[src/rtl/key_repeat.sv]
// key_repeat: turns a held push-button level into single-cycle increment pulses
//   (one after debounce, one after the initial hold delay, then one every RATE_CYCLES).
// Latency: first pulse DEBOUNCE_CYCLES+3 edges after sig rises (2 sync + 1 IDLE->DEBOUNCE).
// Backpressure: none; p is a fire-and-forget strobe, held flags an accepted hold.
// Ports:
//   clk   - rising-edge system clock
//   rst_n - asynchronous active-low reset
//   sig   - raw asynchronous key level, 1 = pressed
//   p     - registered single-cycle increment pulse
//   held  - registered, high while in DELAY/REPEAT
module key_repeat #(
  parameter int DEBOUNCE_CYCLES = 4,
  parameter int DELAY_CYCLES    = 20,
  parameter int RATE_CYCLES     = 5,
  parameter int CNT_W           = 16
) (
  input  logic clk,
  input  logic rst_n,
  input  logic sig,
  output logic p,
  output logic held
);

  typedef enum logic [1:0] {
    IDLE     = 2'd0,
    DEBOUNCE = 2'd1,
    DELAY    = 2'd2,
    REPEAT   = 2'd3
  } state_t;

  localparam logic [CNT_W-1:0] DEB_LAST   = CNT_W'(DEBOUNCE_CYCLES - 1);
  localparam logic [CNT_W-1:0] DELAY_LAST = CNT_W'(DELAY_CYCLES - 1);
  localparam logic [CNT_W-1:0] RATE_LAST  = CNT_W'(RATE_CYCLES - 1);

  logic             sync1_q, sync2_q;
  logic             sig_s;
  state_t           state_q, state_d;
  logic [CNT_W-1:0] cnt_q, cnt_d;
  logic             p_q, p_d;
  logic             held_q, held_d;

  assign sig_s = sync2_q;

  always_comb begin
    state_d = state_q;
    cnt_d   = cnt_q;
    p_d     = 1'b0;
    held_d  = held_q;

    if (state_q != IDLE && !sig_s) begin
      // Release is checked before any compare so it wins over a same-edge fire.
      state_d = IDLE;
      cnt_d   = '0;
      held_d  = 1'b0;
    end else begin
      case (state_q)
        IDLE: begin
          held_d = 1'b0;
          cnt_d  = '0;
          if (sig_s) begin
            state_d = DEBOUNCE;
          end
        end
        DEBOUNCE: begin
          if (cnt_q == DEB_LAST) begin
            p_d     = 1'b1;
            held_d  = 1'b1;
            state_d = DELAY;
            cnt_d   = '0;
          end else begin
            cnt_d = cnt_q + CNT_W'(1);
          end
        end
        DELAY: begin
          if (cnt_q == DELAY_LAST) begin
            p_d     = 1'b1;
            state_d = REPEAT;
            cnt_d   = '0;
          end else begin
            cnt_d = cnt_q + CNT_W'(1);
          end
        end
        REPEAT: begin
          // With RATE_CYCLES==1 this fires every edge, so p stays high.
          if (cnt_q == RATE_LAST) begin
            p_d   = 1'b1;
            cnt_d = '0;
          end else begin
            cnt_d = cnt_q + CNT_W'(1);
          end
        end
        default: begin
          state_d = IDLE;
          cnt_d   = '0;
          held_d  = 1'b0;
        end
      endcase
    end
  end

  always_ff @(posedge clk or negedge rst_n) begin
    if (!rst_n) begin
      sync1_q <= 1'b0;
      sync2_q <= 1'b0;
      state_q <= IDLE;
      cnt_q   <= '0;
      p_q     <= 1'b0;
      held_q  <= 1'b0;
    end else begin
      sync1_q <= sig;
      sync2_q <= sync1_q;
      state_q <= state_d;
      cnt_q   <= cnt_d;
      p_q     <= p_d;
      held_q  <= held_d;
    end
  end

  assign p    = p_q;
  assign held = held_q;

endmodule

[config.mk]
export PLATFORM = sky130hd
export DESIGN_NAME = key_repeat
export DESIGN_NICKNAME = d
export VERILOG_FILES = /design/src/rtl/key_repeat.sv
export SDC_FILE = /design/constraint.sdc
export NUM_CORES = 1
export LEC_CHECK = 0
export ABC_AREA = 0
export CAP_MARGIN = 25
export CORE_ASPECT_RATIO = 0.8
export CORE_MARGIN = 10
export CORE_UTILIZATION = 53
export CTS_CLUSTER_SIZE = 40
export DETAILED_ROUTE_END_ITERATION = 7
export PLACE_DENSITY = 0.85
export SLEW_MARGIN = 20
export SYNTH_ARGS = -nofsm -noshare
export SYNTH_HDL_FRONTEND = slang
export SYNTH_SLANG_ARGS = --single-unit
[constraint.sdc]
create_clock -name clk -period 1.9 [get_ports clk]
set_input_delay 0.38 -clock clk [delete_from_list [all_inputs] [get_ports clk]]
set_output_delay 0.38 -clock clk [all_outputs]
set_load 0.005 [all_outputs]
==> impl_metrics.csv <==
group,metric,value,unit
job,drv_cap,0,
finish,fin_util,64.8,%
critical_path,rrSetupSlack,-0.01,ns
synth,syn_area_per_cell,10.2,µm²
synth,ys_seq_area_share,41.3,%
placed_design,dp_hpwl,1.89,mm
cts,hold_buffers,0,
cts,clkTransAtPathRegs,0.12,ns
min_path,hp-class,"flip-flop to flip-flop",
cts,cts_sinks,22,
timing,worst_slew_pin_slew,0.476,ns
global_routing,grt_max_degree,23,
power,p_per_area,883,nW/µm²
detailed_routing,ant_nets,0,
detailed_routing,first_pass_iters,6,
synth,post_synth_num_cell_types,39,
timing,hold_viol_final,0,
synth,yosysWarningCount,0,
detailed_routing,dr_total_vias,1050,
floorplan,io_pins,5,
floorplan,dieArea,4940,µm²
finish,num-nets-final,156,
run_status,status,"finished, violations left",
timing,grt_setup_unrepaired,"yes",
global_routing,grt_pass1_vias,1038,
floorplan,start_util,55.1,%
placed_design,gp_congestion,0.771,
critical_path,cp-end-kind,"flip-flop",
floorplan,num_rows,16,
global_routing,grt_usage,10.8,%
synth,netlist_area,1330,µm²
synth,syn_inst,131,
timing,fmax,523,MHz
finish,drive_gt1_share,27.4,%
timing,drv_slew,0,
detailed_routing,drt-vias-per-instance,5.77,
synth,synth-async-reset-ratio,100,%
critical_path,crit_path_start_kind,"flip-flop",
critical_path,cp_max_fo,16,
synth,synth.top_cell.area_share,41.3,%
timing,holdWs,0.367,ns
cts,cts_root_buffer,"clkbuf_4",
timing,setup_viol,7,
critical_path,critical_path_required,2.11,ns
detailed_routing,wire_per_inst,15.8,µm
timing,fin_crit_sh,101,%
synth,ys_ff_latch,22,
cts,cts_tree,"done",
timing,maxSlewHeadroom,67.8,%
floorplan,die_w,76.1,µm
global_routing,grt_pass1_wl,4.63,mm
placed_design,io_buffers,4,
critical_path,arrival,2.12,ns
global_routing,overflow,0,
placed_design,dp_slack,0.0550,ns
detailed_routing,remaining_drc_errors,0,
detailed_routing,initialDrtViolationCount,69,
finish,antennaDiodeCount,0,
cts,clk_latency,0.31,ns
critical_path,path_class,"flip-flop to flip-flop",
floorplan,core_area,2420,µm²
synth,synthTopCellsByArea,"dfrtp_1 (41%), xor2_1 (7.9%), ha_1 (5.6%)",
timing,period_needed,1.91,ns
cts,cts_buffers,3,
cts,cts_max_level,1,
global_routing,antenna_found_initial,0,
timing,setup_slack,-0.0107,ns
run_status,violations,"negative setup slack",
synth,synth_nets,140,
synth,synth-edff-count,0,
synth,synth_ff_type,"dfrtp_1",
synth,synth.largest_area_cell,"dfrtp_1",
power,p_leak,0.653,nW
detailed_routing,drt_wl_total,2.87,mm
power,ir_worst_vdd,0.458,mV
timing,finClkSkew,0.00555,ns
floorplan,die_h,64.9,µm
cts,clockBufferDepth,2,
finish,area_growth,17.7,%
## worst max-delay path, stage by stage, from the launching register on
cell      delay, ns
dfrtp_1        0.47
nor4b_1        0.50
a41oi_4        0.23
o311ai_4       0.34
buf_12         0.20
nor2_1         0.06
## placed cells by master, fill, tap and decap left out, types with 2 or more instances in the layout
cell type        synthesis  layout
o21ai_0                  4       4
nand3_1                  8       8
a21oi_1                  2       2
clkbuf_4                 0       3
nor2_1                   6       6
a22oi_1                  2       2
nor3_1                   3       3
nand2_1                  6       6
dfrtp_1                 22      22
a41oi_4                  0       2
xor2_1                  12      12
nor4_4                   2       2
ha_1                     6       5
nand4_1                  7       7
or3_1                    2       2
nor2_2                  10      10
inv_1                   11      11
and4_1                   2       2
clkdlybuf4s50_1          0       4
buf_4                    0      12
## final timing paths
| kind | end | cells past startpoint | startpoint |
|---|---|---|---|
| setup / recovery | cnt_q[3]$_DFF_PN0_ | 5 | cnt_q[14]$_DFF_PN0_ |
| hold / removal | sig_s$_DFF_PN0_ | 0 | sync1_q$_DFF_PN0_ |
| setup reg to reg | cnt_q[3]$_DFF_PN0_ | 5 | cnt_q[14]$_DFF_PN0_ |
| hold reg to reg | sig_s$_DFF_PN0_ | 0 | sync1_q$_DFF_PN0_ |
| max in group asynchronous | cnt_q[2]$_DFF_PN0_ | 2 | rst_n |
| min in group asynchronous | cnt_q[11]$_DFF_PN0_ | 2 | rst_n |
## sequential cells by signal, indices dropped and copies added (netlist names)
register / count
held: 1
sig_s: 1
sync1_q: 1
p: 1
cnt_q: 16
state_q: 2
## power breakdown
part           switching (W)  internal, W  leakage, nW
logic               0.000324     0.000241        0.334
registers          0.0000565     0.000506        0.298
clock network       0.000143     0.000117       0.0210
## timing repair
action                     CTS  global route
hold endpoints to repair     0             0
setup endpoints to repair    0            17
resized for setup            0             4
buffers inserted             0             3
## layout make-up
class                   count  area (µm²)
repair buffers             17         150
fillers                   177         852
flip-flops and latches     22         551
well taps                  36        45.0
multi-input cells          92         747
inverters                  11        41.3
clock buffers               4        36.3
## metal layers
layer  part of all wire [%]  track usage (%)
met3                    4.4             3.17
met4                    2.3             3.70
met2                     49             17.9
met5                      0                0
met1                     44             13.2
## synthesized netlist by cell type (all sizes together), types with 4 or more instances
cell and instances:
clkbuf 4, dfrtp 22, ha 6, inv 11, nand2 6, nand3 8, nand4 7, nor2 16
nor4 4, o21ai 4, xor2 12
## logic make-up after synthesis
| logic type | count (synthesis) | share of synthesized area (%) |
|---|---|---|
| flops | 22 | 41.3 |
| simple gates | 57 | 28.0 |
| xor+xnor | 13 | 8.54 |
| fa+ha+maj | 6 | 5.63 |
| compound gates | 16 | 11.0 |
| buf+inv | 17 | 5.53 |
## through the flow
stage	cell area (µm²)	std cells	TNS, ns	power [W]
6_report	1570	182	-0.0348	0.00139
3_3_place_gp	1480	175	0	0.00103
3_5_place_dp	1480	175	0	0.00108
5_1_grt	1570	182	-1.96	0.00146
4_1_cts	1520	179	0	0.00134
2_1_floorplan	1340	131	0	0.000936
No activity file was read; power rests on OpenSTA's default activity.
==> edit 1, RTL diff (same settings) <==
Put one more register stage on the output `held`, without a reset. The value now appears one clock later. The other outputs are not delayed to match. Comments in the files are not updated.
--- a/src/rtl/key_repeat.sv
+++ b/src/rtl/key_repeat.sv
@@ -117,7 +117,9 @@
   end
 
   assign p    = p_q;
-  assign held = held_q;
+  always_ff @(posedge clk) begin
+    held <= held_q;
+  end
 
 endmodule
 
Behaviour: not the same (a bounded check fails within 10 cycles, from zero or initial values and one cycle with rst_n low).
==> edit 1 against the unedited design <==
Wire length decreased by 0.73%. Largest cell class unchanged. First-iteration DRC count increased by 41%. Critical path depth increased by 2. Final area increased by 3.4%. Setup slack improved by 100 ps. Via count increased by 1.7%. Total power decreased by 1.0%. Critical endpoint is now cnt_q[2]. Synthesized area increased by 1.5%. Sequential cell count increased by 1.
==> edit 1: results (changes against the unedited design) <==
run status complete, no violations; max-cap viol count 0 (unchanged); First DRT Iteration DRCs 97 (+41%); leading post-synthesis cells by instance count 22 x dfrtp_1, 12 x xor2_1, 11 x inv_1, 10 x nor2_2, 8 x nand3_1; stage delay of the slowest cell on the critical path 420 ps (-80 ps); wire length per cell after detailed routing 15.3 microns (-2.9%); number of cells after detailed placement 176 (+0.57%); Yosys warnings 0 (unchanged); min-delay worst type reg2reg; sequential fraction of the synthesis area 0.421 (+0.00868); drc violations 0 (unchanged); maximum number of buffers from clock root to sink 2 (unchanged); Detailed Routing Iterations Pass 1 7 (+1); HPWL Detailed 1900 microns (about the same); global-route wire length before repair 4350 microns (-6.0%); post-layout instance count excluding filler cells 186 (+2.2%); clock-pin slew reported for the worst setup and hold paths after clock tree synthesis 130 ps; largest clock skew in the final design 2.94 ps (-2.61 ps); fraction of registers with async set/reset 0.957 (-0.0435); H-tree depth 1 (unchanged); leakage power 0.680 nW (+4.1%); Post-layout nets 160 (+2.6%); post-synth cell types 40 (+2.6%); worst reg-to-reg path cell count 7 (+2); transition at the pin with the smallest max-transition slack 390 ps (-86.0 ps); count of buffers from port buffering 4 (unchanged); weighted congestion reported at the end of routability-driven placement 0.821 (+6.5%); Worst path top cell family by delay compound AO/OA/AOI/OAI gates; net switching power 0.531 mW (+1.3%); Overall Global Routing Usage 0.105 (-0.00341); worst supply voltage drop on vdd 394 uV (-14%); vias per std cell 5.74 (-0.47%); cell with the largest stage delay on the worst path dfrtp_1; cells taking the most area after synthesis dfrtp_1 41%, xor2_1 7.8%, ha_1 5.5%; largest fanout of any net on the critical path 16 (unchanged); clock root buffer master clkbuf_4; via count of the first global-routing pass 952 (-8.3%); share of layout cells above drive strength 1 0.293 (+0.0194); Post-Syn Nets 141 (+0.71%); biggest registers after layout cnt_q (16), state_q (2); WP data arrival 2030 ps (-90 ps); Inserted Clock Buffers 3 (unchanged); post-synthesis area per instance 10.3 sq um (+0.73%); count of cells along the worst hold path 0 (unchanged); count of antenna diodes in the layout 0 (unchanged); dominant synthesized flop cell dfrtp_1; clock latency at the later pin of the worst-skew pair 310 ps (about the same); maximum number of pins on one net before global-route repair 23 (unchanged); most flop-heavy register cnt_q; setup slack of the most critical reg-to-reg path 90 ps (+100 ps); initial antenna violation count 0 (unchanged)
## edit 1: cell count changes in the layout (fill, tap and decap cells not counted), sizes merged
| cell | before | now |
|---|---|---|
| clkinv | 0 | 1 |
| buf | 13 | 16 |
| clkbuf | 4 | 3 |
| dfxtp | 0 | 1 |
## edit 1: final timing paths
check,startpoint,end
max,cnt_q[0],cnt_q[2]
min,sync1_q,sig_s
max reg2reg,cnt_q[0],cnt_q[2]
min reg2reg,sync1_q,sig_s
max in group asynchronous,rst_n,cnt_q[0]
min in group asynchronous,rst_n,held_q
## edit 1: per-layer routing
| layer | global-route usage | up-vias | routed length [microns] |
|---|---|---|---|
| met5 | 0 | - | 0 |
| met4 | 0.0255 | 0 | 36 |
| met3 | 0.0313 | 4 | 157 |
| met2 | 0.172 | 40 | 1400 |
| met1 | 0.133 | 519 | 1260 |
| li1 | - | 505 | - |
## edit 1: repair_timing
action | CTS | global route
resized for setup | 1 | 6
buffers inserted | 0 | 6
endpoints found under the setup margin | 16 | 17
pin swaps | 0 | 2
## edit 1: stage by stage
stage,TNS [ps],power [mW],worst slack [ps],hold slack [ps],area [sq um]
global placement,0,1.06,31.3,334,1500
finish,0,1.37,89.1,369,1620
floorplan,0,0.958,21.1,84.4,1360
global route,-2.60,1.46,-2.60,385,1620
CTS,0,1.32,37.6,371,1530
detailed placement,-53.7,1.09,-18.1,340,1500
## edit 1: power groups by stage
| stage | combinational (mW) | sequential [mW] | clock [mW] |
|---|---|---|---|
| floorplan | 0.380 | 0.577 | 0 |
| global placement | 0.473 | 0.585 | 0 |
| detailed placement | 0.499 | 0.590 | 0 |
| CTS | 0.504 | 0.580 | 0.239 |
| global route | 0.611 | 0.590 | 0.255 |
| finish | 0.559 | 0.583 | 0.231 |
## edit 1: layout make-up
class | instances | area (sq um)
Multi-Input combinational cell | 92 | 767
Tap cell | 36 | 45.0
Clock buffer | 3 | 22.5
Sequential cell | 23 | 571
Clock inverter | 1 | 5.00
Fill cell | 195 | 818
Timing Repair Buffer | 20 | 173
Inverter | 11 | 41.3
## edit 1: logic make-up (layout without fill, tap and decap cells)
kind of cell | count (synthesis) | after routing | share of synthesized area
and+or+nand+nor | 57 | 57 | 0.276
DFF | 23 | 23 | 0.421
buffers and inverters | 17 | 35 | 0.0545
AOI/OAI and AO/OA | 16 | 16 | 0.108
xor gates and xnor gates | 13 | 13 | 0.0841
adders and majority gates | 6 | 6 | 0.0555
==> edit 2, RTL diff (same settings) <==
Without the edit above. Change the parameter `DELAY_CYCLES` from 20 to 10.
--- a/src/rtl/key_repeat.sv
+++ b/src/rtl/key_repeat.sv
@@ -10,7 +10,7 @@
 //   held  - registered, high while in DELAY/REPEAT
 module key_repeat #(
   parameter int DEBOUNCE_CYCLES = 4,
-  parameter int DELAY_CYCLES    = 20,
+  parameter int DELAY_CYCLES    = 10,
   parameter int RATE_CYCLES     = 5,
   parameter int CNT_W           = 16
 ) (
Function: same outputs for any inputs over 10 cycles, from zero or initial values and one cycle with rst_n low; that may be too few to reach the edited logic, so the function may still have changed.
==> edit 2 against the unedited design <==
Setup slack better by 120 ps. Synthesized area is 8.7% lower. Critical endpoint is now state_q[0]. Total power is 12% lower. Largest cell class unchanged. Wire length is 23% lower. Final area is 13% lower. Sequential cell count stayed put. Count of clock-buffer cells in the layout stayed put.
==> edit 2: results (changes against the unedited design) <==
part of the power in the clock network 0.211 (+0.023); cells taking the most area after synthesis dfrtp_1 45%, ha_1 7.2%, nor2_1 5.9%; final total power 1.22 mW (-12%); run status complete, no violations; largest clock skew in the final design 13.5 ps (+7.91 ps); power share of the combinational group 0.350 (-0.057); vias per std cell 5.93 (+2.7%); global-route track usage on met2 0.162 (-0.0173); DR WL met3 116 microns (-7.9%); global-route wire length before repair 3750 microns (-19%); number of instances in the synthesized netlist 115 (-12%); transition at the pin with the smallest max-transition slack 306 ps (-170 ps); wire length on met1 1000 microns (-21%); Non-CTS buffers 8 (-9); routed length on met2 1070 microns (-25%); multi-input gates 84 (-8.7%); Non-CTS inverters 8 (-3); Overall Global Routing Usage 0.0982 (-0.00982); Die ar. 4630 sq um (-6.3%); Seq/total area 0.405 (+0.0540); via count 895 (-15%); HPWL Detailed 1600 microns (-15%); non-clock buffer share of cell area 0.0511 (-0.0445); wire length per cell after detailed routing 14.6 microns (-7.6%); Post-layout nets 137 (-12%); number of cells after detailed placement 145 (-17%)
[edit 2: cell types whose count changed after synthesis, sizes merged, moves of 4 or more]
cell	before	now
xnor2	1	6
and3	2	6
clkbuf	4	0
nand4	7	3
xor2	12	8
[edit 2: cells by family after synthesis]
family	share of synthesized area
buffers and inverters	0.0339
flip-flops	0.452
AND/OR/NAND/NOR	0.245
adder cells (fa/ha/maj)	0.0719
AO/OA/AOI/OAI	0.0966
XOR/XNOR	0.101
[edit 2: critical path, delay by kind of cell, from the launching register on]
kind	cells	cell delay, ps
adders and majority gates	1	240
AOI/OAI and AO/OA	3	510
buffers and inverters	1	180
DFF	1	420
and+or+nand+nor	2	390
[edit 2: path summary, 6_finish.rpt]
path	from	to	slack (ps)
worst max-delay path	cnt_q[1]	state_q[0]	110
max in group asynchronous	rst_n	cnt_q[5]	1260
worst min-delay path	sync1_q	sig_s	360
worst min register to register	sync1_q	sig_s	360
min in group asynchronous	rst_n	cnt_q[11]	390
worst max register to register	cnt_q[1]	state_q[0]	110
